## src/rtl/csync_decoder.sv

```systemverilog
// Composite-sync decoder for the AIV capture path: classifies csync pulses by width,
// counts lines, detects vertical sync and field parity, and tracks timing lock.
module csync_decoder #(
    parameter int LINE_CYCLES = 5184,
    parameter int MIN_PULSE   = 40,
    parameter int EQ_MAX      = 280,
    parameter int HSYNC_MAX   = 560,
    parameter int BROAD_MIN   = 1200,
    parameter int TIMEOUT     = 16384,
    parameter int LOCK_FIELDS = 2,
    parameter int MIN_LINES   = 300,
    parameter int MAX_LINES   = 320
) (
    input  logic       sysClk,
    input  logic       nReset,
    input  logic       csync,
    output logic       hsyncStrobe,
    output logic       vsyncStrobe,
    output logic       field,
    output logic [9:0] lineNumber,
    output logic       locked,
    output logic [1:0] pulseType
);
    localparam logic [11:0] MIN_W     = 12'(MIN_PULSE);
    localparam logic [11:0] EQ_W      = 12'(EQ_MAX);
    localparam logic [11:0] HS_W      = 12'(HSYNC_MAX);
    localparam logic [11:0] BR_W      = 12'(BROAD_MIN);
    localparam logic [12:0] LINE_3Q   = 13'((3 * LINE_CYCLES) / 4);
    localparam logic [12:0] LINE_1Q   = 13'(LINE_CYCLES / 4);
    localparam logic [14:0] TIMEOUT_C = 15'(TIMEOUT);
    localparam logic [3:0]  LOCK_C    = 4'(LOCK_FIELDS);
    localparam logic [10:0] MIN_L     = 11'(MIN_LINES);
    localparam logic [10:0] MAX_L     = 11'(MAX_LINES);

    typedef enum logic [1:0] {UNLOCKED, ACQUIRE, LOCKED} lock_t;

    logic        sync_a, sync_b, sync_d;
    logic [11:0] width;
    logic [12:0] since_line, period_latch;
    logic [14:0] idle_count;
    logic [1:0]  prev_type, cls;
    logic [3:0]  good_count, good_next;
    lock_t       state, state_next;

    logic        fall, rise, valid, line_ev, vs_ev, timeout_hit, good_field;
    logic [10:0] field_lines;

    assign fall        = sync_d & ~sync_b;
    assign rise        = ~sync_d & sync_b;
    assign valid       = rise && (cls != 2'd0);
    assign line_ev     = valid && (period_latch >= LINE_3Q);
    assign vs_ev       = rise && (cls == 2'd3) && (prev_type != 2'd3);
    assign timeout_hit = (idle_count == TIMEOUT_C);
    assign field_lines = {1'b0, lineNumber} + 11'd1;
    assign good_field  = (field_lines >= MIN_L) && (field_lines <= MAX_L);

    always_comb begin
        cls = 2'd0;
        if (width >= BR_W)       cls = 2'd3;
        else if (width >= HS_W)  cls = 2'd0;
        else if (width >= EQ_W)  cls = 2'd2;
        else if (width >= MIN_W) cls = 2'd1;
    end

    always_ff @(posedge sysClk) begin
        if (!nReset) begin
            sync_a       <= 1'b1;
            sync_b       <= 1'b1;
            sync_d       <= 1'b1;
            width        <= '0;
            since_line   <= '0;
            period_latch <= '0;
            idle_count   <= '0;
            prev_type    <= '0;
            hsyncStrobe  <= 1'b0;
            vsyncStrobe  <= 1'b0;
            field        <= 1'b0;
            lineNumber   <= '0;
            locked       <= 1'b0;
            pulseType    <= '0;
        end else begin
            sync_a <= csync;
            sync_b <= sync_a;
            sync_d <= sync_b;

            // The falling-edge cycle is itself the first low cycle, so width = low cycles at release.
            if (fall)                             width <= 12'd1;
            else if (!sync_b && width != 12'hFFF) width <= width + 12'd1;

            if (line_ev)                   since_line <= {1'b0, width} + 13'd1;
            else if (since_line != 13'h1FFF) since_line <= since_line + 13'd1;

            // A rejected pulse must not leave its own edge time in the period latch.
            if (fall || (rise && !valid)) period_latch <= since_line;

            if (fall)                        idle_count <= '0;
            else if (idle_count != TIMEOUT_C) idle_count <= idle_count + 15'd1;

            if (valid) prev_type <= cls;
            if (rise)  pulseType <= cls;

            hsyncStrobe <= line_ev;
            vsyncStrobe <= vs_ev;

            if (vs_ev) field <= (period_latch >= LINE_1Q) && (period_latch < LINE_3Q);

            if (timeout_hit || vs_ev)          lineNumber <= '0;
            else if (line_ev && lineNumber != 10'h3FF) lineNumber <= lineNumber + 10'd1;

            locked <= (state_next == LOCKED);
        end
    end

    always_ff @(posedge sysClk) begin
        if (!nReset) begin
            state      <= UNLOCKED;
            good_count <= '0;
        end else begin
            state      <= state_next;
            good_count <= good_next;
        end
    end

    always_comb begin
        state_next = state;
        good_next  = good_count;
        if (timeout_hit) begin
            state_next = UNLOCKED;
            good_next  = '0;
        end else if (vs_ev) begin
            case (state)
                UNLOCKED: begin
                    state_next = ACQUIRE;
                    good_next  = '0;
                end
                ACQUIRE: begin
                    if (good_field) begin
                        good_next = good_count + 4'd1;
                        if (good_count + 4'd1 >= LOCK_C) state_next = LOCKED;
                    end else begin
                        good_next = '0;
                    end
                end
                LOCKED: begin
                    if (!good_field) begin
                        state_next = ACQUIRE;
                        good_next  = '0;
                    end
                end
                default: begin
                    state_next = UNLOCKED;
                    good_next  = '0;
                end
            endcase
        end
    end
endmodule

```

## config.mk

```make
export PLATFORM = sky130hd
export DESIGN_NAME = csync_decoder
export DESIGN_NICKNAME = d
export VERILOG_FILES = /design/src/rtl/csync_decoder.sv
export SDC_FILE = /design/constraint.sdc
export NUM_CORES = 1
export LEC_CHECK = 0
export CAP_MARGIN = 20
export CORE_MARGIN = 2
export CORE_UTILIZATION = 45
export CTS_CLUSTER_SIZE = 12
export DETAILED_ROUTE_END_ITERATION = 7
export SLEW_MARGIN = 20
export SYNTH_ARGS = -nofsm -noshare
export SYNTH_HDL_FRONTEND = slang
export SYNTH_SLANG_ARGS = --single-unit
```

## constraint.sdc

```tcl
create_clock -name sysClk -period 2.9 [get_ports sysClk]
set_clock_uncertainty 0.05 [all_clocks]
set_input_delay 0.58 -clock sysClk [delete_from_list [all_inputs] [get_ports sysClk]]
set_output_delay 0.58 -clock sysClk [all_outputs]
set_load 0.05 [all_outputs]
```

# Yosys cells after proc, flatten, opt, wreduce, memory -nomap -nowiden
# Cells that the tools add are included.
word_totals:
  reg_bits: 80
  in_bits: 3
  out_inout_bits: 16
op_classes:
  n_addsub: 7
  n_lt_le_gt_ge: 10
  n_eq_ne: 11
  mux: 17
  bitwise_logic: 5
  n_reduce_logical: 21
ops:
  columns: ["operator", "n"]
  rows:
  - ["$mux W13", 2]
  - ["$mux W2", 8]
  - ["$add A15 B1 Y15 const B", 1]
  - ["$eq A15 B15 Y1 const B", 1]
  - ["$ne A15 B15 Y1 const B", 1]
  - ["$add A12 B1 Y13 const B", 1]
  - ["$add A13 B1 Y13 const B", 1]
  - ["$ge A13 B11 Y1 const B", 1]
  - ["$ge A13 B12 Y1 const B", 1]
  - ["$lt A13 B12 Y1 const B", 1]
  - ["$ne A13 B13 Y1 const B", 1]
  - ["$add A12 B1 Y12 const B", 1]
  - ["$ge A12 B10 Y1 const B", 1]
  - ["$ge A12 B11 Y1 const B", 1]
  - ["$ge A12 B6 Y1 const B", 1]
  - ["$ge A12 B9 Y1 const B", 1]
  - ["$ne A12 B12 Y1 const B", 1]
  - ["$add A10 B1 Y11 const B", 1]
  - ["$ge A11 B9 Y1 const B", 1]
  - ["$le A11 B9 Y1 const B", 1]
  - ["$add A10 B1 Y10 const B", 1]
  - ["$ne A10 B10 Y1 const B", 1]
  - ["$logic_and A1 B1 Y1", 9]
  - ["$mux W4", 2]
  - ["16 further kinds", 30]

# Longest topological paths before layout
depth:
  ltp_word: 11
  ltp_mapped: 15
  mapped_depth_nobuf: 12

# Least setup slack after synthesis
# Ideal clock, no wire load.
synth_path:
  kind: "register to register"
  from: "reg width[4]"
  to: "reg since_line[10]"
  setup_ps: 86
  t_arrival_ps: 2982
  t_required_ps: 2764
  setup_slack_ps: -218
  path_stages_with_launch: 16
  period_less_slack_ps: 3118
  path_cell_list: "dfxtp_1 buf_6 a2111o_1 a221oi_2 o221ai_2 a21o_2 buf_2 nand2_1 o21ai_0 ha_1 and3_1 clkbuf_1 and4_1 a21oi_1 nor2_1 a211oi_1"
synth_between:
  elab_chain_cells: 9
synth_rtl:
  columns: ["element", "line", "source"]
  rows:
  - ["start: declaration", "38", "logic [11:0] width;"]
  - ["start signal: assignment", "88", "else if (!sync_b && width != 12'hFFF) width <= width + 12'd1;"]
  - ["$ge A12 B6 Y1", "62", "else if (width >= MIN_W) cls = 2'd1;"]
  - ["$mux W1", "62", null]
  - ["$mux W2", "61", "else if (width >= EQ_W) cls = 2'd2;"]
  - ["$mux W2", "60", "else if (width >= HS_W) cls = 2'd0;"]
  - ["$mux W2", "59", "if (width >= BR_W) cls = 2'd3;"]
  - ["$reduce_bool A2 Y1", "50", "assign valid = rise && (cls != 2'd0);"]
  - ["$logic_and A1 B1 Y1", "50", null]
  - ["$logic_and A1 B1 Y1", "51", "assign line_ev = valid && (period_latch >= LINE_3Q);"]
  - ["$mux W13 / $reduce_bool A2 Y1 (equally long branches)", null, null]
  - ["end signal: assignment", "90", "if (line_ev) since_line <= {1'b0, width} + 13'd1;"]
  - ["end signal: assignment", "91", "else if (since_line != 13'h1FFF) since_line <= since_line + 13'd1;"]
  - ["end: declaration", "39", "logic [12:0] since_line, period_latch;"]
# Several ways; a longest one is shown, not always the timed one.
# A chain may end at the register's enable or synchronous reset.

# Final worst setup path
layout_path:
  from: "reg width[4]"
  to: "reg since_line[12]"
# The elaborated chain is that of the path after synthesis.

==> reports/results.ini <==
[routing]
vias_per_cell = 5.63
drt_iter0_markers = 120
ant_nets = 0
drt_first_pass_iters = 4
post-route-drc-count = 0
wire_per_inst_um = 15.2
wl_mm = 9.55
vias = 3536

[synth]
synth-main-ff-cell = dfxtp_1
synth.top_cell.area_share_pct = 37.1
yosysWarnings = 0
yosys.area.top_type = dfxtp_1
synthCells = 491
synth_edf_count = 0
synth_cell_type_count = 62
ys_seq_area_share_pct = 37.1
synth_seq_cells = 76
postSynth.asyncResetShare_pct = 0
synth_area_per_cell_um2 = 8.35
synthTopCellsByArea = dfxtp_1 (37%), nor2_1 (6.2%), xnor2_1 (5.3%)
syn-cell-area_um2 = 4100
syn_nets = 503

[flow_run]
drv_cap = 0

[place]
dp.cells = 609
hpwl_mm = 6.68
portBuffers = 18
dp_slack_ps = 135
place_area_um2 = 4470
gp_congestion = 0.858

[cells_and_area]
area_delta_synth_final_pct = 15.8
multi_input_area_um2 = 2420
final_cell_mix = dfxtp_1 (75), nor2_1 (68), nand2_1 (35)
layout-drive-gt1-share_pct = 12.7
fin_nets = 528
final_common_cell = dfxtp_1
stdcell_area_um2 = 4750
final_cells = 628
fin_util_pct = 54.2
diodes = 0
fill_cells = 829
regArea_um2 = 1520

[floorplanning]
die_y_um = 99.5
coreArea_um2 = 8760
core.rowCount = 34
initial_core_util_pct = 46.8
dieArea_um2 = 9890
die_w_um = 99.5
io_pins = 19

[timing]
finalCritPeriodShare_pct = 95.4
finalSetupViolCount = 0
whs_ps = 361
slew_violations = 0
relSlewSlack_pct = 58.7
hold_violations = 0
period_needed_ps = 2770
setup_ws_ps = 135
worst_pin_slew_ps = 616
fmax_mhz = 362

[setup_path]
crit_start = width[4]
crit_required_ps = 3130
cp.arrival_ps = 3000
critPathMaxStageDelay_ps = 460
worst_setup_path_start_kind = flip-flop
timing.rr.start = width[4]
cp_cell_sequence = a2111o_1 -> a221oi_4 -> o221ai_4 -> a21oi_4 -> nand2_2 -> o21ai_2 -> ha_2 -> and3_4 -> nand3_2 -> mux2i_1 -> mux2_2 -> nor2_1
critical_path_peak_fanout = 5
path_class = reg2reg
rr_worst_depth = 12
cp-end-kind = flip-flop
critPathSlowestCell = a2111o_1

[power_and_ir_drop]
p_per_area_nw_per_um2 = 431
irDropWorstVdd_mv = 0.185
power_leakage_nw = 1.76

[global_routing]
grt_use_total_pct = 20.6
antenna_found_initial = 0
grt_pass1_vias = 3370
grt_pass1_wl_mm = 16.7
grt_max_degree = 29
grt_overflow = 0

[clock_tree]
cts_made_buffers = 9
cts_tree = yes
cts.sinks = 76
cts_buffer_depth = 2
cts_root_buffer = clkbuf_8
worstSkewPairLatency_ps = 350
clk_pin_slew_ps = 80
h-tree-depth = 3

[min_path]
holdCritStartpoint = sync_a
hold-path-cell-count = 1
hp-class = reg2reg

[run_status]
status = finished clean

==> metal layers <==
layer / track usage (%) / share of wire [%] / up-vias
li1: - / - / 1798
met1: 29.4 / 50 / 1674
met2: 32.0 / 45 / 55
met3: 3.51 / 3.4 / 9
met4: 6.43 / 1.1 / 0
met5: 0 / 0 / -
==> flip-flops by register name, summed over array words and instances (netlist names) <==
| register | flops |
|---|---|
| state | 2 |
| good_count | 4 |
| period_latch | 9 |
| sync_d | 1 |
| hsyncStrobe | 1 |
| width | 12 |
| vsyncStrobe | 1 |
| idle_count | 15 |
| prev_type | 2 |
| sync_b | 1 |
| lineNumber | 10 |
| pulseType | 2 |
| sync_a | 1 |
| field | 1 |
| locked | 1 |
| since_line | 13 |
==> power by group <==
part           switching [mW]  total (mW)  internal (mW)
combinational          0.0478      0.0807         0.0329
sequential             0.0116        1.06           1.05
clock                   0.419       0.901          0.482
total                   0.479        2.05           1.57
==> worst max-delay path: cells and delay by family, from the launching register on <==
family	cells	cell delay, ps
compound gates	5	1270
fa+ha+maj	1	210
flops	1	330
mux	2	390
simple gates	4	450
==> worst paths after layout <==
path	end	slack [ps]
worst min register to register	sync_b	360
worst min-delay path	sync_b	360
worst max-delay path	since_line[12]	130
worst max register to register	since_line[12]	130
==> cells by family (layout without fill, tap and decap cells) <==
group | Yosys count | in the layout | synth area share [%]
compound gates | 95 | 95 | 17.6
mux | 15 | 15 | 3.69
xor+xnor | 42 | 42 | 8.97
fa+ha+maj | 9 | 9 | 2.75
buf+inv | 50 | 79 | 5.31
simple gates | 204 | 204 | 24.6
flops | 76 | 76 | 37.1
==> per-stage QoR <==
| stage | power [mW] | TNS (ps) |
|---|---|---|
| after detailed placement | 1.17 | 0 |
| after CTS | 2.06 | 0 |
| final | 2.05 | 0 |
| after global placement | 1.17 | 0 |
| after floorplan | 1.14 | -14.2 |
| after global routing | 2.12 | -0.113 |
==> synthesized netlist by cell type (3+ instances only) <==
cell type  instances
nand3_1           28
and4_1             6
a41o_1             4
a211oi_1          10
clkbuf_1          21
o21ai_0           13
nor3_1            12
mux2i_1           14
a211o_1            3
buf_2              7
and2_1             3
a31o_2             3
nand2b_1           9
nor2_1            68
nand2_1           37
nand4_1            7
a311oi_1           6
xnor2_1           25
inv_1             19
o211ai_1           3
xor2_1            17
nor4_1             3
dfxtp_1           76
ha_1               9
a31oi_1            6
a21oi_1           20
and3_1            15
==> timing repair <==
action,4_1_cts,5_1_grt
resized for setup,0,9
buffers inserted,0,3
hold buffers,0,0
endpoints found under the setup margin,0,6
hold endpoints to repair,0,0
==> cell type report <==
type / count / area share (%)
Clock inverter: 6 / 1.84
Sequential cell: 76 / 32.1
Inverter: 19 / 1.50
Tap cell: 108 / 2.85
Multi-Input combinational cell: 365 / 51.0
Timing Repair Buffer: 45 / 8.09
Clock buffer: 9 / 2.61
(Power assumes the default switching activity.)
==> patch 1: new RTL, config.mk and constraints unchanged <==
Make the reset (`nReset`) asynchronous in 2 clocked blocks.
--- a/src/rtl/csync_decoder.sv
+++ b/src/rtl/csync_decoder.sv
@@ -62,7 +62,7 @@
         else if (width >= MIN_W) cls = 2'd1;
     end
 
-    always_ff @(posedge sysClk) begin
+    always_ff @(posedge sysClk or negedge nReset) begin
         if (!nReset) begin
             sync_a       <= 1'b1;
             sync_b       <= 1'b1;
@@ -111,7 +111,7 @@
         end
     end
 
-    always_ff @(posedge sysClk) begin
+    always_ff @(posedge sysClk or negedge nReset) begin
         if (!nReset) begin
             state      <= UNLOCKED;
             good_count <= '0;
Check against the original RTL: no difference found for any inputs over 10 cycles, from zero or initial values and one cycle with nReset low; that may be too few to reach the edited logic, so the function may still have changed.
==> patch 1 against the original RTL <==
Power is 3.1% higher; wire length is 4.4% lower; cell count fell by 2.1%; core utilization shrank 2.4 points; first-iteration DRC count increased by 58%; final area increased by 1.7%; synthesized area grew 6.1%; global-route usage shrank 2.0 points; sequential cell count unchanged; setup slack improved by 0.23 ns.
==> patch 1: results (changes against the original RTL) <==
outcome: "finished clean"
post_synth_mux_area_share_pct: 5.24  # +1.5 points
synth_top_cell_by_area: "dfrtp_1"
synth-compound-area-share_pct: 13.1  # -4.5 points
rr_worst_depth: 8  # -4
cts_buffers: 9  # unchanged
synth-adder-area-share_pct: 2.59  # -0.16 points
hold_viol: 0  # unchanged
dpl.hpwl_mm: 6.34  # -5.1%
drc: 0  # unchanged
grt_pass1_vias: 3120  # -7.4%
r2r-end: "lineNumber[7]"
dr_wl_met2_mm: 4.24  # -1.8%
startpoint: "width[10]"
placed_area_mm2: 0.00463  # +3.6%
clock_latency_ns: 0.34
whs_endpoint: "sync_b"
cts_buffer_depth: 2  # unchanged
wl_met1_mm: 4.51  # -6.0%
ir_worst_vdd_uv: 220  # +19%
via_count: 3349  # -5.3%
cpLargestDelayFamily: "compound AO/OA/AOI/OAI gates"
grt_pass1_wl_mm: 15.4  # -7.7%
layout_setup_ws_ns: 0.361  # +0.226 ns
wl_met3_um: 291  # -10%
use_met2_pct: 29.9  # -2.1 points
drive_gt1_share_pct: 10.9  # -1.8 points
drt-initial-drc-count: 190  # +58%
clkTransAtPathRegs_ns: 0.08  # about the same
place_ws_ns: 0.376  # +0.241 ns
first_pass_iters: 5  # +1
gp_congestion: 0.840  # -2.2%
syn_nets: 478  # -5.0%
fillers: 866  # +4.5%
p_leak_nw: 2.08  # +18%
globalRouteMet3Util_pct: 3.08  # -0.44 points
max_slew_margin_pct: 36.4  # -22 points
critPathArrivalTime_ns: 2.71  # -0.29 ns
grtUsageMet1_pct: 26.5  # -3.0 points
layout.nets: 493  # -6.6%
seq_area_frac_synth_pct: 43.8  # +6.7 points
async_reset_ff_share_pct: 100  # +100 points
wl_mm: 9.12  # -4.4%
whs_path_depth: 0  # -1
grt_max_degree: 77  # +170%
synth_area_leaders: "dfrtp_1 (42%), nor2_1 (4.7%), xor2_1 (4.6%)"
synth-seq-cells: 76  # unchanged
worst-path-max-fanout: 24  # +19
synth_xor_area_share_pct: 8.26  # -0.72 points
slowest_stage: "dfrtp_1"
final-seq-area_mm2: 0.00191  # +25%
cts_htree_levels: 3  # unchanged
yosys-top-cells-count: "dfrtp_1 (73), nor2_1 (54), nand2_1 (39), nand3_1 (29), xor2_1 (23)"
track_usage_pct: 18.6  # -2.0 points
post-cts-setup-buffers: 0  # unchanged
holdCritStartpoint: "sync_a"
dr.max_layer_used: "met4"
cpPeakStageDelay_ns: 0.57  # +0.11 ns
yosysUniqueCellTypes: 64  # +3.2%
[patch 1: changes by cell type in the layout (fill, tap and decap cells not counted), moves of 7 or more]
cell	before	now
dfxtp_1	75	0
xnor2_1	25	18
buf_4	25	11
mux2i_1	14	7
dfrtp_1	0	73
a211oi_1	10	2
nor2_1	68	54
mux2_2	1	11
[patch 1: cell type report]
type	count	share of cell area, %
multi-input cells	351	46.8
inverters	15	1.17
well taps	129	3.34
flip-flops and latches	76	39.5
repair buffers	28	5.23
clock inverters	4	1.01
clock buffers	12	3.01
[patch 1: stage by stage]
step | hold WS [ns] | cells | power [mW]
after floorplan | 0.234 | 466 | 1.27
after global placement | 0.296 | 599 | 1.32
after detailed placement | 0.299 | 599 | 1.33
after CTS | 0.311 | 615 | 2.14
after global routing | 0.315 | 615 | 2.21
final | 0.308 | 615 | 2.11
[patch 1: power breakdown]
part	internal (mW)	leakage, nW	switching (mW)
Combinational	0.0585	0.960	0.0846
Clock	0.421	0.100	0.381
Sequential	1.10	1.02	0.0645
Total	1.58	2.08	0.530
==> patch 2: new RTL, config.mk and constraints unchanged <==
Without the edit above. Set the parameter `BROAD_MIN` to 600 (it was 1200).
--- a/src/rtl/csync_decoder.sv
+++ b/src/rtl/csync_decoder.sv
@@ -5,7 +5,7 @@
     parameter int MIN_PULSE   = 40,
     parameter int EQ_MAX      = 280,
     parameter int HSYNC_MAX   = 560,
-    parameter int BROAD_MIN   = 1200,
+    parameter int BROAD_MIN   = 600,
     parameter int TIMEOUT     = 16384,
     parameter int LOCK_FIELDS = 2,
     parameter int MIN_LINES   = 300,
Function: same outputs for any inputs over 10 cycles, from zero or initial values and one cycle with nReset low; that may be too few to reach the edited logic, so the function may still have changed.
==> patch 2 against the original RTL <==
Wire length fell by 13%; global-route usage fell by 2.8 points; setup slack improved by 0.099 ns; synthesized cell count fell by 1.2%; fmax rose by 3.7%; synthesized area fell by 0.85%; critical endpoint is now since_line[10]; core utilization fell by 2.3 points; power fell by 3.4%; final area fell by 4.7%; sequential cell count did not move.
==> patch 2: results (changes against the original RTL) <==
yosys-top-cells-count: "dfxtp_1 (76), nor2_1 (74), nand2_1 (49), xor2_1 (32), nand3_1 (30)"
die_area_mm2: 0.00981  # -0.82%
cts_htree_levels: 3  # unchanged
drt-initial-drc-count: 110  # -8.3%
worst_pin_slew_ns: 0.651  # +0.0350 ns
n_antenna_cell: 0  # unchanged
post-route-util_pct: 51.9  # -2.3 points
grt_pass1_wl_mm: 14.1  # -16%
place_ws_ns: 0.222  # +0.0874 ns
largest_registers: "idle_count (15), since_line (13), width (12)"
p_sw_share_pct: 24.5  # +1.1 points
drive_gt1_share_pct: 10.3  # -2.4 points
outcome: "finished clean"
seq_area_frac_synth_pct: 37.4  # +0.32 points
syn_area_per_cell_um2: 8.38  # +0.37%
syn_nets: 497  # -1.2%
dpl.hpwl_mm: 6.08  # -8.9%
ir_worst_vdd_uv: 199  # +7.3%
layout.nets: 513  # -2.8%
wl_mm: 8.29  # -13%
worst-path-max-fanout: 8  # +3
use_met2_pct: 28.4  # -3.5 points
critPathArrivalTime_ns: 2.86  # -0.14 ns
grt_max_degree: 27  # -6.9%
placed_area_mm2: 0.00431  # -3.6%
antenna_found_initial: 0  # unchanged
vias_per_cell: 5.28  # -6.3%
grtUsageMet1_pct: 23.5  # -5.9 points
grt_pass1_vias: 2960  # -12%
synth_area_leaders: "dfxtp_1 (37%), xor2_1 (6.9%), nor2_1 (6.8%)"
yosysUniqueCellTypes: 60  # -3.2%
gp_congestion: 0.880  # +2.5%
globalRouteMet3Util_pct: 4.89  # +1.4 points
p_leak_nw: 1.64  # -7.1%
track_usage_pct: 17.8  # -2.8 points
==> patch 2: power groups by stage <==
stage          Sequential [mW]  Combinational (mW)  Clock [mW]
2_1_floorplan             1.09              0.0528           0
5_1_grt                   1.07              0.0795       0.925
4_1_cts                   1.06              0.0720       0.876
3_3_place_gp              1.09              0.0705           0
3_5_place_dp              1.09              0.0716           0
6_report                  1.07              0.0703       0.842
==> patch 2: metal layers <==
metal  vias up  wire length, um
met2        47             3800
met5         -                0
met3        12              318
met4         0              132
li1       1687                -
met1      1495             4040
==> patch 2: cell type report <==
| class | count | area [um2] |
|---|---|---|
| sequential | 76 | 1530 |
| tap | 108 | 135 |
| clock inverter | 7 | 83.8 |
| multi-input combinational | 373 | 2350 |
| timing repair buffer | 30 | 270 |
| fill | 809 | 4200 |
| clock buffer | 9 | 124 |
| inverter | 11 | 41.3 |
==> patch 2: worst max-delay path, stage by stage (launching register included) <==
cell      delay, ns
dfxtp_1        0.54
nor3_2         0.10
and3_4         0.21
o311ai_4       0.36
nand2_1        0.08
o21ai_0        0.12
ha_1           0.21
nand3_1        0.14
nor2_1         0.25
nand2_1        0.10
xor2_1         0.14
mux2i_1        0.09
o21a_1         0.18
==> patch 2: logic make-up after synthesis <==
logic type	synth area share, %
DFF	37.4
AOI/OAI and AO/OA	13.4
buffers and inverters	4.86
and+or+nand+nor	26.0
muxes	4.49
adders and majority gates	2.77
xor gates and xnor gates	11.0
==> patch 2: worst paths after layout <==
path                 start        endpoint  slack [ns]  depth (start not counted)
setup / recovery  width[8]  since_line[10]        0.23                         12
hold / removal      sync_a          sync_b        0.36                          1
setup reg to reg  width[8]  since_line[10]        0.23                         12
hold reg to reg     sync_a          sync_b        0.36                          1
==> patch 2: what timing repair did <==
item | CTS | global route
setup endpoints to repair | 0 | 1
buffers inserted | 0 | 0
hold buffers | 0 | 0
gates resized for setup | 0 | 3
==> patch 2: through the flow <==
step,hold WS (ns),instances
CTS,0.365,614
global placement,0.338,598
global route,0.377,614
detailed placement,0.344,598
finish,0.361,614
floorplan,0.336,485
